$ cat config.mk
export PLATFORM = sky130hd
export DESIGN_NAME = muldiv_unit
export DESIGN_NICKNAME = d
export VERILOG_FILES = /design/src/rtl/muldiv_unit.sv
export SDC_FILE = /design/constraint.sdc
export NUM_CORES = 1
export LEC_CHECK = 0
export CELL_PAD_IN_SITES_DETAIL_PLACEMENT = 0
export CELL_PAD_IN_SITES_GLOBAL_PLACEMENT = 2
export CORE_UTILIZATION = 35
export CTS_BUF_LIST = sky130_fd_sc_hd__clkbuf_8
export CTS_CLUSTER_SIZE = 40
export DETAILED_ROUTE_END_ITERATION = 6
export GPL_ROUTABILITY_DRIVEN = 1
export HOLD_SLACK_MARGIN = 0.03
export PLACE_DENSITY = 0.84
export SYNTH_ARGS = -nofsm -noshare
export SYNTH_HDL_FRONTEND = slang
export SYNTH_SLANG_ARGS = --single-unit
export TNS_END_PERCENT = 1
$ cat constraint.sdc
create_clock -name clk -period 4.6 [get_ports clk]
set_input_delay 1.15 -clock clk [delete_from_list [all_inputs] [get_ports clk]]
set_output_delay 1.15 -clock clk [all_outputs]
set_load 0.05 [all_outputs]
$ cat src/rtl/muldiv_unit.sv
// Iterative multiply/divide unit with HI/LO result registers: WIDTH shift-add or
// restoring-divide steps on operand magnitudes, then one cycle of sign correction.
module muldiv_unit #(
    parameter int WIDTH = 32
) (
    input  logic             clk,
    input  logic             reset,
    input  logic             start,
    input  logic [1:0]       op,
    input  logic [WIDTH-1:0] src_a,
    input  logic [WIDTH-1:0] src_b,
    input  logic             wr_hi,
    input  logic             wr_lo,
    input  logic [WIDTH-1:0] wdata,
    output logic             busy,
    output logic             done,
    output logic             div_by_zero,
    output logic [WIDTH-1:0] hi,
    output logic [WIDTH-1:0] lo
);

    localparam int CNT_W = $clog2(WIDTH) + 1;

    localparam logic [1:0] S_IDLE = 2'd0;
    localparam logic [1:0] S_CALC = 2'd1;
    localparam logic [1:0] S_FIX  = 2'd2;

    logic [1:0]       state;
    logic [CNT_W-1:0] cnt;
    logic             is_div;
    logic             neg_lo;
    logic             neg_hi;
    logic             dz;
    logic [WIDTH-1:0] b_r;
    logic [WIDTH-1:0] acc_hi;
    logic [WIDTH-1:0] acc_lo;

    // Operand conditioning: op[0]=0 selects the signed variants.
    logic             is_signed;
    logic             a_neg;
    logic             b_neg;
    logic [WIDTH-1:0] a_mag;
    logic [WIDTH-1:0] b_mag;

    assign is_signed = ~op[0];
    assign a_neg     = is_signed & src_a[WIDTH-1];
    assign b_neg     = is_signed & src_b[WIDTH-1];
    assign a_mag     = a_neg ? (~src_a + 1'b1) : src_a;
    assign b_mag     = b_neg ? (~src_b + 1'b1) : src_b;

    // One iteration of each algorithm; acc_hi holds the partial product / remainder.
    logic [WIDTH:0]   mul_sum;
    logic [WIDTH:0]   div_shift;
    logic [WIDTH:0]   div_diff;
    logic             div_ok;

    assign mul_sum   = {1'b0, acc_hi} + (acc_lo[0] ? {1'b0, b_r} : {(WIDTH+1){1'b0}});
    assign div_shift = {acc_hi, acc_lo[WIDTH-1]};
    assign div_diff  = div_shift - {1'b0, b_r};
    assign div_ok    = ~div_diff[WIDTH];

    // Final results; the remainder keeps the dividend's sign so a divide by zero
    // naturally returns src_a in hi.
    logic [2*WIDTH-1:0] prod;
    logic [2*WIDTH-1:0] prod_fix;
    logic [WIDTH-1:0]   fix_hi;
    logic [WIDTH-1:0]   fix_lo;

    assign prod     = {acc_hi, acc_lo};
    assign prod_fix = neg_lo ? (~prod + 1'b1) : prod;

    always_comb begin
        fix_hi = prod_fix[2*WIDTH-1:WIDTH];
        fix_lo = prod_fix[WIDTH-1:0];
        if (is_div) begin
            fix_hi = neg_hi ? (~acc_hi + 1'b1) : acc_hi;
            if (dz) begin
                fix_lo = {WIDTH{1'b1}};
            end else begin
                fix_lo = neg_lo ? (~acc_lo + 1'b1) : acc_lo;
            end
        end
    end

    assign busy = (state != S_IDLE);

    always_ff @(posedge clk or negedge reset) begin
        if (!reset) begin
            state       <= S_IDLE;
            cnt         <= '0;
            is_div      <= 1'b0;
            neg_lo      <= 1'b0;
            neg_hi      <= 1'b0;
            dz          <= 1'b0;
            b_r         <= '0;
            acc_hi      <= '0;
            acc_lo      <= '0;
            hi          <= '0;
            lo          <= '0;
            done        <= 1'b0;
            div_by_zero <= 1'b0;
        end else begin
            done        <= 1'b0;
            div_by_zero <= 1'b0;
            case (state)
                S_IDLE: begin
                    if (wr_hi) hi <= wdata;
                    if (wr_lo) lo <= wdata;
                    if (start) begin
                        is_div <= op[1];
                        neg_lo <= a_neg ^ b_neg;
                        neg_hi <= a_neg;
                        dz     <= op[1] & (src_b == '0);
                        b_r    <= b_mag;
                        acc_hi <= '0;
                        acc_lo <= a_mag;
                        cnt    <= '0;
                        state  <= S_CALC;
                    end
                end
                S_CALC: begin
                    if (is_div) begin
                        acc_hi <= div_ok ? div_diff[WIDTH-1:0] : div_shift[WIDTH-1:0];
                        acc_lo <= {acc_lo[WIDTH-2:0], div_ok};
                    end else begin
                        acc_hi <= mul_sum[WIDTH:1];
                        acc_lo <= {mul_sum[0], acc_lo[WIDTH-1:1]};
                    end
                    cnt <= cnt + 1'b1;
                    if (cnt == CNT_W'(WIDTH - 1)) begin
                        state <= S_FIX;
                    end
                end
                S_FIX: begin
                    hi          <= fix_hi;
                    lo          <= fix_lo;
                    done        <= 1'b1;
                    div_by_zero <= dz;
                    state       <= S_IDLE;
                end
                default: begin
                    state <= S_IDLE;
                end
            endcase
        end
    end

endmodule

# Word level (Yosys, flattened, before mapping)
# Index checks and enable logic that the tools add are counted.
# classes
bitwise_logic	11
eq_ne	7
n_mux	27
n_shift	0
reduce_logical	10
n_div	0
mul	0
n_lt_le_gt_ge	0
addsub	8
# ops
operator	count
$mux W32	15
$pmux W32 S2	4
$add A32 B1 Y32 const B	4
$not A32 Y32	4
$add A64 B1 Y64 const B	1
$mux W64	1
$not A64 Y64	1
$add A32 B32 Y33	1
$sub A33 B32 Y33	1
$logic_not A32 Y1	1
$pmux W6 S2	1
$reduce_and A2 Y1	5
$ne A2 B2 Y1 const B	4
$add A6 B1 Y6 const B	1
$eq A6 B5 Y1 const B	1
$mux W6	1
$reduce_bool A2 Y1	3
$mux W2	2
$pmux W2 S2	1
$and A1 B1 Y1	3
$eq A2 B1 Y1 const B	1
$eq A2 B2 Y1 const B	1
$logic_not A2 Y1	1
$mux W1	2
2 further kinds	3
# word_totals
inputBits	103
rom_bits	0
register_bits	174
latchBits	0
ramBits	0
mem_count	0
out_inout_bits	67

# Depth between registers and ports, before layout
# Gate-level depths: netlist (run 1).
# logic_depth
depth_word	6
mapped_depth	15
ltp_nobuf	14

# Least setup slack after synthesis (run 1)
# No wires, ideal clock.
# synth_timing
path_kind	register -> register
start	reg acc_lo[0]
end	reg acc_hi[30]
arrival_ns	3.369
path_stages_with_launch	16
path_slack_ns	1.098
required_ns	4.466
setup_ns	0.134
n_path_buf	2
cell_sequence	dfrtp_1 -> inv_1 -> buf_1 -> nor2_1 -> ha_1 -> clkbuf_1 -> nand4_1 -> or3b_2 -> a21oi_1 -> nand4bb_1 -> a21oi_1 -> a311o_1 -> and3_1 -> o2111a_1 -> a21oi_1 -> o211ai_1
# synth_via
elab_chain_cells	4
# synth_rtl
item	line	rtl
start: declaration	36	logic [WIDTH-1:0] acc_lo;
start signal: assignment	116	acc_lo <= a_mag;
start signal: assignment	124	acc_lo <= {acc_lo[WIDTH-2:0], div_ok};
start signal: assignment	127	acc_lo <= {mul_sum[0], acc_lo[WIDTH-1:1]};
$mux W32	57	assign mul_sum = {1'b0, acc_hi} + (acc_lo[0] ? {1'b0, b_r} : {(WIDTH+1){1'b0}});
$add A32 B32 Y33	57	
$mux W32	122	if (is_div) begin
$pmux W32 S2	105	case (state)
end signal: assignment	123	acc_hi <= div_ok ? div_diff[WIDTH-1:0] : div_shift[WIDTH-1:0];
end signal: assignment	126	acc_hi <= mul_sum[WIDTH:1];
end: declaration	35	logic [WIDTH-1:0] acc_hi;
# No other way between the ends.
# A chain may end at the register's enable or synchronous reset.

# Worst setup path in the final report (run 1)
# layout_timing
start	reg acc_hi[6]
end	reg acc_hi[15]
# layout_via
elab_chain_cells	4
word_cells_on_any_way	5
classes_between	2 x add/sub; 3 x mux
# layout_rtl
item	line	rtl
$sub A33 B32 Y33	59	assign div_diff = div_shift - {1'b0, b_r};
$mux W32	123	
$mux W32 (*)	122	
$pmux W32 S2 (*)	105	
# Every way passes the cells marked *; elsewhere a longest branch is shown, timed or not.

==> results of run 1 <==
==> cells in the mapped netlist (all sizes together) (14+ instances only) <==
library cell	n	area (um^2)
nand3	23	115
a21oi	118	591
xor2	61	534
clkbuf	89	334
nand2	239	897
nor4	19	140
nor2b	14	87.6
dfrtp	174	4350
ha	69	863
o211ai	37	278
o31ai	27	216
o21ai	234	1170
o22ai	29	181
a22oi	25	188
a21o	25	188
buf	16	83.8
nor2	137	522
nor3	42	210
or3	14	87.6
nand2b	16	100
a31oi	15	93.8
nand4	15	93.8
mux2i	59	591
xnor2	102	893
inv	72	270
==> metal layers <==
layer | part of all wire, % | global-route usage [%] | vias up
met5 | 0 | 0 | -
met4 | 1.6 | 5.62 | 0
met3 | 5.2 | 3.36 | 52
met2 | 49 | 42.9 | 433
met1 | 44 | 33.0 | 6790
li1 | - | - | 6818
==> final cells by class <==
class / instances / area (um^2) / area share, %
clock buffer: 19 / 262 / 1.53
clock inverter: 13 / 164 / 0.956
inverter: 73 / 274 / 1.60
multi-input combinational: 1469 / 9320 / 54.4
sequential: 174 / 4360 / 25.4
tap: 525 / 657 / 3.83
timing repair buffer: 223 / 2110 / 12.3
==> registers in the layout (all words and copies together), names as in the netlist <==
register	flops
acc_hi	32
hi	32
dz	1
neg_lo	1
div_by_zero	1
lo	32
state	2
is_div	1
b_r	32
neg_hi	1
acc_lo	32
cnt	6
done	1
==> stage by stage <==
step / total power [W] / setup slack (ns) / utilization (%)
5_1_grt: 0.0123 / 0.471 / 42.8
2_1_floorplan: 0.00778 / 1.10 / -
4_1_cts: 0.0114 / 0.733 / 42.8
6_report: 0.0114 / 0.627 / 42.8
3_3_place_gp: 0.0101 / 0.511 / 41.8
3_5_place_dp: 0.0102 / 0.517 / 41.8
==> logic make-up after synthesis <==
logic type	after synthesis
flip-flops	174
AO/OA/AOI/OAI	595
multiplexers	61
adder cells (fa/ha/maj)	71
AND/OR/NAND/NOR	579
XOR/XNOR	163
buffers and inverters	178
==> how the worst max path moves through the flow <==
stage / end / slack, ns
floorplan: acc_hi[30]$_DFFE_PN0P_ / 1.10
global placement: acc_lo[26]$_DFFE_PN0P_ / 0.51
detailed placement: b_r[28]$_DFFE_PN0P_ / 0.52
CTS: acc_hi[15]$_DFFE_PN0P_ / 0.73
global route: acc_hi[15]$_DFFE_PN0P_ / 0.47
finish: acc_hi[15]$_DFFE_PN0P_ / 0.63
==> power by group through the flow <==
stage	Combinational, W	Clock [W]	Sequential [W]
6_report	0.00736	0.00122	0.00284
3_3_place_gp	0.00723	0	0.00285
4_1_cts	0.00732	0.00125	0.00283
3_5_place_dp	0.00729	0	0.00286
2_1_floorplan	0.00467	0	0.00311
5_1_grt	0.00807	0.00130	0.00292
==> worst reg2reg max path: stages, from the launching register on <==
cell      delay, ns
dfrtp_1        0.51
ha_1           0.41
a21oi_1        0.25
o21ai_0        0.27
a32o_1         0.30
a211o_1        0.28
and2_1         0.18
a211oi_1       0.39
nor3b_1        0.12
buf_4          0.21
nor2_2         0.28
buf_4          0.32
mux2i_1        0.23
o21ai_0        0.09
==> results.md, run 1 <==
* Post-DRT Antenna Nets at 0
* Starting Density at between 30% and 40%
* Proportion of synthesized area in mux cells at between 4 and 5%
* Fin nets at around 2,100
* Seq pwr share at about 25%
* Design area at about 17,000 um^2
* Post-synthesis compound-gate area fraction at between 20% and 30%
* Setup CP Type: reg2reg
* Hold Crit Class: reg2reg
* Worst Clk Skew at roughly 0.018 ns
* Routed length per instance at slightly above 20 um
* Placer Congestion at between 0.9 and 1
* Setup TNS at 0 ns
* Cell Pwr Density at around 670 nW/um^2
* Initial antenna violation count at 0
* Clock buffer depth at 2
* Hold Path Sink: b_r[18]$_DFFE_PN0P_
* Die Y at around 200 um
* CP startpoint kind: flop
* Dpl hpwl at ~40,000 um
* Max VDD drop at roughly 290 uV
* Max-Cap Viols at 0
* Comb power frac at ~65%
* Clock Latency Late Sink at approximately 0.51 ns
* Hold path depth at 2
* Ys flop type: dfrtp_1
* PortBufs at approximately 170
* Max stage delay on crit path at ~0.51 ns
* Most frequent cells in the layout: nand2_1, o21ai_0, dfrtp_1
* # fillers at 4,169
* DRT iter0 DRCs at 892
* CTS tree: yes
* CP max FO at 12
* Residual DRC at 0
* Syn Area/Cell at approximately 7.9 um^2
* Clock Sinks at approximately 170
* Net Switching at between 0.005 and 0.006 W
* P_leak at ~7 nW
* Fin. max-slew vios at 0
* Clock power share at between 10% and 20%
* Worst Path Required at around 5 ns
* Grt ovf at 0
* Finish-stage setup viols at 0
* Net Sw Frac at slightly above 50%
* Global Route Usage Sum at about a quarter
* Hold-fix buffers, CTS at 0
* Fin crit share at ~86%
* H-tree depth at 4
* Clock slew at reported path FFs at approximately 0.10 ns
* Largest net degree at the start of global routing at 87
* Vias at 14,100
* Netlist cell types at ~80
* Worst Hold Launch: b_r[18]$_DFFE_PN0P_
* Worst r2r src: acc_hi[6]$_DFFE_PN0P_
* Outcome: complete, no violations
* Crit path cell chain: ha_1 -> a21oi_1 -> o21ai_0 -> a32o_1 -> a211o_1 -> and2_1 -> a211oi_1 -> nor3b_1 -> buf_4 -> nor2_2 -> buf_4 -> mux2i_1 -> o21ai_0
* Worst reg2reg path endpoint: acc_hi[15]$_DFFE_PN0P_
* Die W at roughly 200 um
* Placed Cells at between 2,000 and 2,500
* Most common cell after layout, fill and taps aside: nand2_1
* Post-Synthesis Cells at ~1,800
* Worst reg-to-reg path cell count at 13
* Drt total wl at 51,500 um
* FFs w/ async S/R, synth at 100%
* CP endpoint kind: flop
* Crit-path slowest cell: dfrtp_1
* Internal at between 0.005 and 0.006 W
* Die ar. at 41,700 um^2
* Worst Path Arrival at ~4.4 ns
* DP Area at between 15,000 and 20,000 um^2
* Final hold vios at 0
* Diodes inserted at 0
* Vias in the first global route at ~14,000
* Synthesized area at about 14,000 um^2
* First-pass GRT wire length at 80,200 um
* Post-Synth Adder-Cell Area at around 6.3%
* CP startpoint: acc_hi[6]$_DFFE_PN0P_
* Register-to-Register Setup Slack at 0.63 ns
* Layout cells sized above 1 at between 5 and 6%
* Core box area at ~40,000 um^2
* Ys Warns at 0
* Post-synth net total at about 2,000
* RSZ-0062 raised after global routing: false
* Non-Filler Instances at 2,496
* Tmin final at between 3 and 4 ns
* WP buf/inv at 2
* Number of CTS-inserted buffers at 17
* Rel. slew slack at slightly below 30%
* Register bit total from synthesis at 174
* Fmax at about 0.25 GHz
* XOR/XNOR share of the synthesized area at under 10%
* Post-synthesis simple-gate area fraction at between 10% and 20%
* Number of enable flip-flop cells after synthesis at 0
* DRT Pass-1 Iters at 7
* Post-synthesis sequential area ratio at between 30% and 40%
* Combinational family with the most area after synthesis: compound AO/OA/AOI/OAI gates
* Root Buffer: clkbuf_8
* Post-CTS Resized at 0
* Tightest Pin Transition at around 1.1 ns
* Hold_ws at between 0.4 and 0.5 ns
* Number of cells on the critical path at 13
* Post CTS Setup Buffer Count at 0
* DR vias/cell at approximately 5.6
* I/O Pins at 170
* Area added between synthesis and finish at 19.7%
* FP Rows at between 70 and 80
* CP delay by family, top: compound AO/OA/AOI/OAI gates
No activity file was read; power rests on OpenSTA's default activity.
==> inputs of run 2 (changes only) <==
--- a/config.mk
+++ b/config.mk
@@ -9,6 +9,7 @@
 export CELL_PAD_IN_SITES_GLOBAL_PLACEMENT = 2
 export CORE_UTILIZATION = 35
 export CTS_BUF_LIST = sky130_fd_sc_hd__clkbuf_8
+export CTS_CLUSTER_DIAMETER = 60
 export CTS_CLUSTER_SIZE = 40
 export DETAILED_ROUTE_END_ITERATION = 6
 export GPL_ROUTABILITY_DRIVEN = 1
==> results of run 2 <==
No change in the layout: final DEF, timing and power equal those of run 1.
==> inputs of run 3 (changes only) <==
--- a/config.mk
+++ b/config.mk
@@ -5,6 +5,7 @@
 export SDC_FILE = /design/constraint.sdc
 export NUM_CORES = 1
 export LEC_CHECK = 0
+export ABC_CLOCK_PERIOD_IN_PS = 4600
 export CELL_PAD_IN_SITES_DETAIL_PLACEMENT = 0
 export CELL_PAD_IN_SITES_GLOBAL_PLACEMENT = 2
 export CORE_UTILIZATION = 35
==> results of run 3 <==
No change in the layout: final DEF, timing and power equal those of run 1.
